==> config.mk <==
export PLATFORM = sky130hd
export DESIGN_NAME = hazard_ctrl_flat
export DESIGN_NICKNAME = d
export VERILOG_FILES = /design/src/rtl/hazard_ctrl_pkg.sv /design/src/rtl/hazard_ctrl_if.sv /design/src/rtl/hazard_ctrl_sat_counter.sv /design/src/rtl/hazard_ctrl.sv /design/src/flat_wrapper.sv
export SDC_FILE = /design/constraint.sdc
export NUM_CORES = 1
export LEC_CHECK = 0
export CAP_MARGIN = 15
export CORE_MARGIN = 2
export CORE_UTILIZATION = 40
export DETAILED_ROUTE_END_ITERATION = 16
export HOLD_SLACK_MARGIN = 0.08
export PLACE_DENSITY = 0.7
export REMOVE_ABC_BUFFERS = 1
export SLEW_MARGIN = 25
export SYNTH_ARGS = -nofsm -noshare
export SYNTH_HDL_FRONTEND = slang
export SYNTH_SLANG_ARGS = --single-unit
==> constraint.sdc <==
create_clock -name clk -period 4.6 [get_ports clk]
set_input_delay 1.15 -clock clk [delete_from_list [all_inputs] [get_ports clk]]
set_output_delay 1.15 -clock clk [all_outputs]
set_load 0.1 [all_outputs]
==> src/rtl/hazard_ctrl_pkg.sv <==
// Shared constants and types for the pipeline hazard controller.
package hazard_ctrl_pkg;

  localparam int REG_SIZE = 5;

  localparam logic [1:0] FWD_REG = 2'b00;
  localparam logic [1:0] FWD_WB  = 2'b01;
  localparam logic [1:0] FWD_MEM = 2'b10;

  typedef enum logic {
    HZ_IDLE = 1'b0,
    HZ_BUSY = 1'b1
  } hz_state_e;

  // Register $0 is hardwired to zero, so it never creates a dependency.
  function automatic logic reg_match(logic [REG_SIZE-1:0] src, logic [REG_SIZE-1:0] dst);
    return (src != '0) && (src == dst);
  endfunction

endpackage

==> src/rtl/hazard_ctrl_if.sv <==
// Pipeline-to-hazard-unit signal bundle; master is the datapath, slave the controller.
interface hazard_ctrl_if #(
  parameter int CNT_W = 32
);
  import hazard_ctrl_pkg::*;

  logic [REG_SIZE-1:0] rsD, rtD, rsE, rtE;
  logic [REG_SIZE-1:0] writeRegE, writeRegM, writeRegW;
  logic regWriteE, regWriteM, regWriteW;
  logic memToRegE, memToRegM;
  logic branchD, pcSrcD, jumpD, divStartE;

  logic stallF, stallD, stallE, flushD, flushE;
  logic [1:0] forwardAE, forwardBE;
  logic forwardAD, forwardBD;
  logic divBusy, divDone;
  logic [CNT_W-1:0] stallCount, flushCount;

  modport master (
    output rsD, rtD, rsE, rtE, writeRegE, writeRegM, writeRegW,
           regWriteE, regWriteM, regWriteW, memToRegE, memToRegM,
           branchD, pcSrcD, jumpD, divStartE,
    input  stallF, stallD, stallE, flushD, flushE, forwardAE, forwardBE,
           forwardAD, forwardBD, divBusy, divDone, stallCount, flushCount
  );

  modport slave (
    input  rsD, rtD, rsE, rtE, writeRegE, writeRegM, writeRegW,
           regWriteE, regWriteM, regWriteW, memToRegE, memToRegM,
           branchD, pcSrcD, jumpD, divStartE,
    output stallF, stallD, stallE, flushD, flushE, forwardAE, forwardBE,
           forwardAD, forwardBD, divBusy, divDone, stallCount, flushCount
  );

endinterface

==> src/rtl/hazard_ctrl_sat_counter.sv <==
// Saturating up-counter used for the stall/flush performance counters.
module sat_counter #(
  parameter int CNT_W = 32
) (
  input  logic             clk,
  input  logic             rst,
  input  logic             inc_i,
  output logic [CNT_W-1:0] count_o
);

  logic [CNT_W-1:0] count_q, count_d;

  always_comb begin
    count_d = count_q;
    if (inc_i && !(&count_q)) count_d = count_q + 1'b1;
  end

  always_ff @(posedge clk) begin
    if (rst) count_q <= '0;
    else     count_q <= count_d;
  end

  assign count_o = count_q;

endmodule

==> src/rtl/hazard_ctrl.sv <==
// Stall, flush and forwarding control for the 5-stage pipeline, with a
// multi-cycle divide stall sequencer and saturating perf counters.
module hazard_ctrl
  import hazard_ctrl_pkg::*;
#(
  parameter int DIV_CYCLES = 8,
  parameter int CNT_W      = 32
) (
  input logic         clk,
  input logic         rst,
  hazard_ctrl_if.slave hz
);

  localparam logic [7:0] DIV_LOAD = 8'(DIV_CYCLES - 1);

  hz_state_e  state_q, state_d;
  logic [7:0] cnt_q, cnt_d;
  logic       div_stall, div_done;
  logic       lwstall, branchstall, stall_any;

  always_ff @(posedge clk) begin
    if (rst) begin
      state_q <= HZ_IDLE;
      cnt_q   <= '0;
    end else begin
      state_q <= state_d;
      cnt_q   <= cnt_d;
    end
  end

  // Stall covers the start cycle plus DIV_CYCLES-1 BUSY cycles; cnt==0 is the done cycle.
  always_comb begin
    state_d   = state_q;
    cnt_d     = cnt_q;
    div_stall = 1'b0;
    div_done  = 1'b0;
    case (state_q)
      HZ_IDLE: begin
        if (hz.divStartE) begin
          div_stall = 1'b1;
          cnt_d     = DIV_LOAD;
          state_d   = HZ_BUSY;
        end
      end
      HZ_BUSY: begin
        if (cnt_q != '0) begin
          div_stall = 1'b1;
          cnt_d     = cnt_q - 1'b1;
        end else begin
          div_done = 1'b1;
          state_d  = HZ_IDLE;
        end
      end
      default: state_d = HZ_IDLE;
    endcase
    if (rst) begin
      div_stall = 1'b0;
      div_done  = 1'b0;
    end
  end

  always_comb begin
    lwstall     = hz.memToRegE &
                  (reg_match(hz.rsD, hz.rtE) | reg_match(hz.rtD, hz.rtE));
    branchstall = hz.branchD &
                  ((hz.regWriteE & (reg_match(hz.rsD, hz.writeRegE) | reg_match(hz.rtD, hz.writeRegE))) |
                   (hz.memToRegM & (reg_match(hz.rsD, hz.writeRegM) | reg_match(hz.rtD, hz.writeRegM))));
    stall_any   = lwstall | branchstall | div_stall;

    hz.forwardAE = FWD_REG;
    hz.forwardBE = FWD_REG;
    if (hz.regWriteM && reg_match(hz.rsE, hz.writeRegM))      hz.forwardAE = FWD_MEM;
    else if (hz.regWriteW && reg_match(hz.rsE, hz.writeRegW)) hz.forwardAE = FWD_WB;
    if (hz.regWriteM && reg_match(hz.rtE, hz.writeRegM))      hz.forwardBE = FWD_MEM;
    else if (hz.regWriteW && reg_match(hz.rtE, hz.writeRegW)) hz.forwardBE = FWD_WB;
    hz.forwardAD = hz.regWriteM & reg_match(hz.rsD, hz.writeRegM);
    hz.forwardBD = hz.regWriteM & reg_match(hz.rtD, hz.writeRegM);

    hz.stallF  = stall_any;
    hz.stallD  = stall_any;
    hz.stallE  = div_stall;
    hz.flushE  = (lwstall | branchstall) & ~div_stall;
    hz.flushD  = (hz.pcSrcD | hz.jumpD) & ~stall_any;
    hz.divBusy = div_stall;
    hz.divDone = div_done;

    // Reset holds a bubble in ID/EX and suppresses every other control.
    if (rst) begin
      hz.forwardAE = FWD_REG;
      hz.forwardBE = FWD_REG;
      hz.forwardAD = 1'b0;
      hz.forwardBD = 1'b0;
      hz.stallF    = 1'b0;
      hz.stallD    = 1'b0;
      hz.stallE    = 1'b0;
      hz.flushD    = 1'b0;
      hz.flushE    = 1'b1;
      hz.divBusy   = 1'b0;
      hz.divDone   = 1'b0;
    end
  end

  sat_counter #(.CNT_W(CNT_W)) u_stall_cnt (
    .clk     (clk),
    .rst     (rst),
    .inc_i   (hz.stallF),
    .count_o (hz.stallCount)
  );

  sat_counter #(.CNT_W(CNT_W)) u_flush_cnt (
    .clk     (clk),
    .rst     (rst),
    .inc_i   (hz.flushE),
    .count_o (hz.flushCount)
  );

endmodule

==> src/flat_wrapper.sv <==
// flat-port wrapper written by rule: the top's interface ports become plain ports
module hazard_ctrl_flat import hazard_ctrl_pkg::*;
#(
  parameter int DIV_CYCLES = 8,
  parameter int CNT_W      = 32
)
  (clk, rst, hz_rsD, hz_rtD, hz_rsE, hz_rtE, hz_writeRegE, hz_writeRegM, hz_writeRegW, hz_regWriteE, hz_regWriteM, hz_regWriteW, hz_memToRegE, hz_memToRegM, hz_branchD, hz_pcSrcD, hz_jumpD, hz_divStartE, hz_stallF, hz_stallD, hz_stallE, hz_flushD, hz_flushE, hz_forwardAE, hz_forwardBE, hz_forwardAD, hz_forwardBD, hz_divBusy, hz_divDone, hz_stallCount, hz_flushCount);
  hazard_ctrl_if #(.CNT_W(CNT_W)) hz_i ();
  input logic clk;
  input logic rst;
  input wire logic [$bits(hz_i.rsD)-1:0] hz_rsD;
  input wire logic [$bits(hz_i.rtD)-1:0] hz_rtD;
  input wire logic [$bits(hz_i.rsE)-1:0] hz_rsE;
  input wire logic [$bits(hz_i.rtE)-1:0] hz_rtE;
  input wire logic [$bits(hz_i.writeRegE)-1:0] hz_writeRegE;
  input wire logic [$bits(hz_i.writeRegM)-1:0] hz_writeRegM;
  input wire logic [$bits(hz_i.writeRegW)-1:0] hz_writeRegW;
  input wire logic [$bits(hz_i.regWriteE)-1:0] hz_regWriteE;
  input wire logic [$bits(hz_i.regWriteM)-1:0] hz_regWriteM;
  input wire logic [$bits(hz_i.regWriteW)-1:0] hz_regWriteW;
  input wire logic [$bits(hz_i.memToRegE)-1:0] hz_memToRegE;
  input wire logic [$bits(hz_i.memToRegM)-1:0] hz_memToRegM;
  input wire logic [$bits(hz_i.branchD)-1:0] hz_branchD;
  input wire logic [$bits(hz_i.pcSrcD)-1:0] hz_pcSrcD;
  input wire logic [$bits(hz_i.jumpD)-1:0] hz_jumpD;
  input wire logic [$bits(hz_i.divStartE)-1:0] hz_divStartE;
  output wire logic [$bits(hz_i.stallF)-1:0] hz_stallF;
  output wire logic [$bits(hz_i.stallD)-1:0] hz_stallD;
  output wire logic [$bits(hz_i.stallE)-1:0] hz_stallE;
  output wire logic [$bits(hz_i.flushD)-1:0] hz_flushD;
  output wire logic [$bits(hz_i.flushE)-1:0] hz_flushE;
  output wire logic [$bits(hz_i.forwardAE)-1:0] hz_forwardAE;
  output wire logic [$bits(hz_i.forwardBE)-1:0] hz_forwardBE;
  output wire logic [$bits(hz_i.forwardAD)-1:0] hz_forwardAD;
  output wire logic [$bits(hz_i.forwardBD)-1:0] hz_forwardBD;
  output wire logic [$bits(hz_i.divBusy)-1:0] hz_divBusy;
  output wire logic [$bits(hz_i.divDone)-1:0] hz_divDone;
  output wire logic [$bits(hz_i.stallCount)-1:0] hz_stallCount;
  output wire logic [$bits(hz_i.flushCount)-1:0] hz_flushCount;
  assign hz_i.rsD = hz_rsD;
  assign hz_i.rtD = hz_rtD;
  assign hz_i.rsE = hz_rsE;
  assign hz_i.rtE = hz_rtE;
  assign hz_i.writeRegE = hz_writeRegE;
  assign hz_i.writeRegM = hz_writeRegM;
  assign hz_i.writeRegW = hz_writeRegW;
  assign hz_i.regWriteE = hz_regWriteE;
  assign hz_i.regWriteM = hz_regWriteM;
  assign hz_i.regWriteW = hz_regWriteW;
  assign hz_i.memToRegE = hz_memToRegE;
  assign hz_i.memToRegM = hz_memToRegM;
  assign hz_i.branchD = hz_branchD;
  assign hz_i.pcSrcD = hz_pcSrcD;
  assign hz_i.jumpD = hz_jumpD;
  assign hz_i.divStartE = hz_divStartE;
  assign hz_stallF = hz_i.stallF;
  assign hz_stallD = hz_i.stallD;
  assign hz_stallE = hz_i.stallE;
  assign hz_flushD = hz_i.flushD;
  assign hz_flushE = hz_i.flushE;
  assign hz_forwardAE = hz_i.forwardAE;
  assign hz_forwardBE = hz_i.forwardBE;
  assign hz_forwardAD = hz_i.forwardAD;
  assign hz_forwardBD = hz_i.forwardBD;
  assign hz_divBusy = hz_i.divBusy;
  assign hz_divDone = hz_i.divDone;
  assign hz_stallCount = hz_i.stallCount;
  assign hz_flushCount = hz_i.flushCount;
  hazard_ctrl #(.DIV_CYCLES(DIV_CYCLES), .CNT_W(CNT_W)) u_core (.clk(clk), .rst(rst), .hz(hz_i));
endmodule
==> impl_summary.txt <==
----------------------------------------------------
[Setup path]
  Critical path data arrival time ... 3400 ps
  Category of cells accounting for the largest share of critical-path delay ... simple AND/OR/NAND/NOR gates
  Worst-path cell with the longest stage delay ... or4_4
  Largest fanout of any net on the critical path ... 3
  Critical path endpoint category ... primary output
  Nature of the critical path startpoint ... input port
  Worst path required time ... 3450 ps
  Longest individual stage delay on the worst path ... 540 ps
  Count of buffer and inverter cells on the critical path ... 3
  Sequence of cells on the critical path ... clkdlybuf4s50_1 -> or4_4 -> nor2_4 -> buf_4 -> nor4_1 -> o21a_2 -> nor4_4 -> o211a_1 -> buf_12
  Critical path class ... in2out

[Run status]
  Outcome ... completed

[Timing]
  Total negative setup slack ... 0 ps
  Hold slack final ... 490.1 ps
  Actual transition at the worst max-transition pin ... 1033 ps
  Setup violation total in the final timing report ... 0
  Final Skew ... 7.730 ps
  Share of the clock period used by the worst path after layout ... 98.97%
  Slew margin rel. ... 30.94%
  Final hold violation count ... 0
  Final number of max-transition violations ... 0
  Max Clock Freq ... 0.2196 GHz
  Minimum clock period ... 4553 ps

[Clock network]
  Clock-pin slew of the registers on the worst-case setup and hold paths ... 60 ps
  Cell chosen for the clock root ... clkbuf_16
  CTS H-Tree Depth ... 3
  Count of clock tree sinks ... 73
  Number of hold-repair buffers added at the cts stage ... 0
  TritonCTS buffer count ... 9
  Clock latency at the later pin of the worst-skew pair ... 340 ps
  Buffer depth of the longest clock path ... 2
  CTS tree ... done

[Synthesis]
  Async set or reset register ratio after synthesis ... 0%
  Mean cell area of the mapped netlist ... 8.228 sq um
  Mapped Cells ... 566
  Post-synthesis sequential area ratio ... 31.38%
  Count of different cell masters after synthesis ... 47
  EDFF count, synth ... 0
  Most used DFF post-synth ... dfxtp_1
  Synthesis-stage register bit count ... 73
  Cell type with the largest total area after synthesis ... dfxtp_1
  Biggest area contributors in the synthesized netlist ... dfxtp_1 31%, xnor2_1 6.8%, or4_1 5.2%
  Yosys warnings ... 0
  Area of the mapped netlist ... 4657 sq um
  Top-area cell type share of the netlist area ... 31.38%

[Floorplan]
  Core region area ... 11,370 sq um
  Die Y-Extent ... 111.9 microns
  Starting density of the core ... 40.96%
  Number of primary I/O pins ... 123
  Die Area ... 12,520 sq um
  Row cnt ... 39
  Horiz. Die Dim ... 111.9 microns

[Finish]
  Fraction of layout cells with a size suffix above 1 ... 10.70%
  FF+latch area ... 1461 sq um
  Post-layout nets ... 728
  Synth-to-layout area growth ... 39.41%
  Number of antenna repair diodes ... 0
  Count of non-filler cells in the finished layout ... 825
  Footprint of the multi-input gates ... 2975 sq um
  Total non-filler cell area in the finished layout ... 6492 sq um
  Number of fillers in the final layout ... 1,033

[Detailed routing]
  Remaining DRCs ... 0
  Final routed wirelength across all metal layers ... 12.95 mm
  Iteration-0 DRC count of the detailed router ... 374
  Post-detailed-route wirelength per cell ... 15.69 microns
  Iteration count of the initial detailed-routing pass ... 4
  Via count normalized by instance count ... 5.839
  Number of nets still failing antenna checks after routing ... 0
  Via count of the routed design ... 4,817

[Hold path]
  Classification of the worst-slack hold path ... reg2reg

[Job]
  Max-cap violation count ... 0

[Global routing]
  Number of global-route vias before repair ... 4,597
  Antenna violations before repair ... 0
  Overall track demand over capacity in global routing ... 20.02%
  Global-route wire length before repair ... 21.15 mm
  Pin count of the biggest net entering global routing ... 65
  Remaining Overflow, GRT ... 0

[Power]
  Peak supply drop ... 0.0001456 V
  Power Density ... 279.6 nW/um^2
  Leakage ... 2.201 nW

[Place]
  Final Wtd Congestion ... 0.8226
  Instance area at placement ... 6088 sq um
  Estimated wirelength of the detail-placed design ... 9.218 mm
  Total instance count after detailed placement ... 808
  PortBufs ... 122

----------------------------------------------------
Yosys cell counts (all sizes together) (9+ instances only):
library cell  count
o311ai            9
o31ai            29
dfxtp            73
xor2             18
nor2             32
xnor2            37
nand4            25
clkbuf           24
a21oi            46
inv              10
and3             20
nand2            30
or3              17
or4              34
o21ai            17
nand3            29
buf              19
o41ai            12
nor4             18
power breakdown:
group	switching, mW	internal, mW	total, mW
combinational	0.183	0.122	0.306
sequential	0.0134	0.644	0.658
clock	0.269	0.583	0.852
total	0.466	1.35	1.82
flip-flops by register name, summed over array words and instances (netlist names):
| name | count |
|---|---|
| u_core.state_q | 1 |
| u_core.u_stall_cnt.count_o | 32 |
| u_core.cnt_q | 8 |
| u_core.u_flush_cnt.count_o | 32 |
cells in the final DEF (no fill, tap or decap), types with 6 or more instances in the layout:
master / Yosys / routed
clkbuf_16: 0 / 9
and3_1: 20 / 20
or3_1: 17 / 17
a21oi_1: 45 / 45
xnor2_1: 36 / 36
or4_1: 32 / 30
buf_12: 0 / 10
clkdlybuf4s50_1: 0 / 105
o41ai_1: 12 / 12
nand3_1: 29 / 29
o31ai_1: 28 / 28
o21ai_0: 16 / 16
o311ai_0: 9 / 9
buf_4: 8 / 25
nor2b_1: 6 / 6
nor4_1: 16 / 16
and2_1: 6 / 6
nand4_1: 25 / 25
xor2_1: 18 / 18
or2_2: 8 / 8
inv_1: 10 / 10
nand2_1: 30 / 30
nor2_1: 32 / 30
and4_1: 8 / 8
o21a_1: 7 / 6
dfxtp_1: 73 / 73
timing repair:
item | CTS | global route
resized for setup | 0 | 10
buffers inserted | 0 | 2
endpoints found under the setup margin | 0 | 3
area by class of cell:
| cell class | count | share of cell area (%) |
|---|---|---|
| timing repair buffer | 144 | 22.82 |
| tap | 143 | 2.756 |
| sequential | 73 | 22.51 |
| multi-input combinational | 440 | 45.83 |
| clock inverter | 5 | 1.985 |
| inverter | 10 | 0.5781 |
| clock buffer | 10 | 3.527 |
metal layers:
layer	GRT usage, %	wire [microns]
met1	25.31	5702
met2	33.86	6273
met3	3.811	740
met4	7.572	230
met5	0	0
cell families (layout without fill, tap and decap cells):
group / count (synthesis) / count (layout) / synth area share (%)
mux: 6 / 6 / 1.451
flops: 73 / 73 / 31.38
buf+inv: 53 / 169 / 5.562
fa+ha+maj: 4 / 4 / 1.075
xor+xnor: 55 / 55 / 10.51
simple gates: 246 / 246 / 31.44
compound gates: 129 / 129 / 18.59
through the flow:
step / setup WS [ps] / total power [mW] / util, %
after floorplan: -3944 / 0.8409 / -
after global placement: 116.1 / 0.9626 / 53.55
after detailed placement: 54.32 / 0.9726 / 53.55
after CTS: 46.22 / 1.821 / 56.70
after global routing: -33.51 / 1.880 / 57.10
final: 47.25 / 1.815 / 57.10
final timing paths:
path	start	end	slack (ps)	depth (start not counted)
max	hz_rtD[3]	hz_flushD	50	9
min	u_core.u_flush_cnt.count_o[31]$_SDFFE_PP0P_	u_core.u_flush_cnt.count_o[31]$_SDFFE_PP0P_	490	1
max reg2reg	u_core.cnt_q[3]$_SDFFE_PP0P_	u_core.u_stall_cnt.count_o[26]$_SDFFE_PP0P_	1580	8
min reg2reg	u_core.u_flush_cnt.count_o[31]$_SDFFE_PP0P_	u_core.u_flush_cnt.count_o[31]$_SDFFE_PP0P_	490	1
No activity file was read; power rests on OpenSTA's default activity.
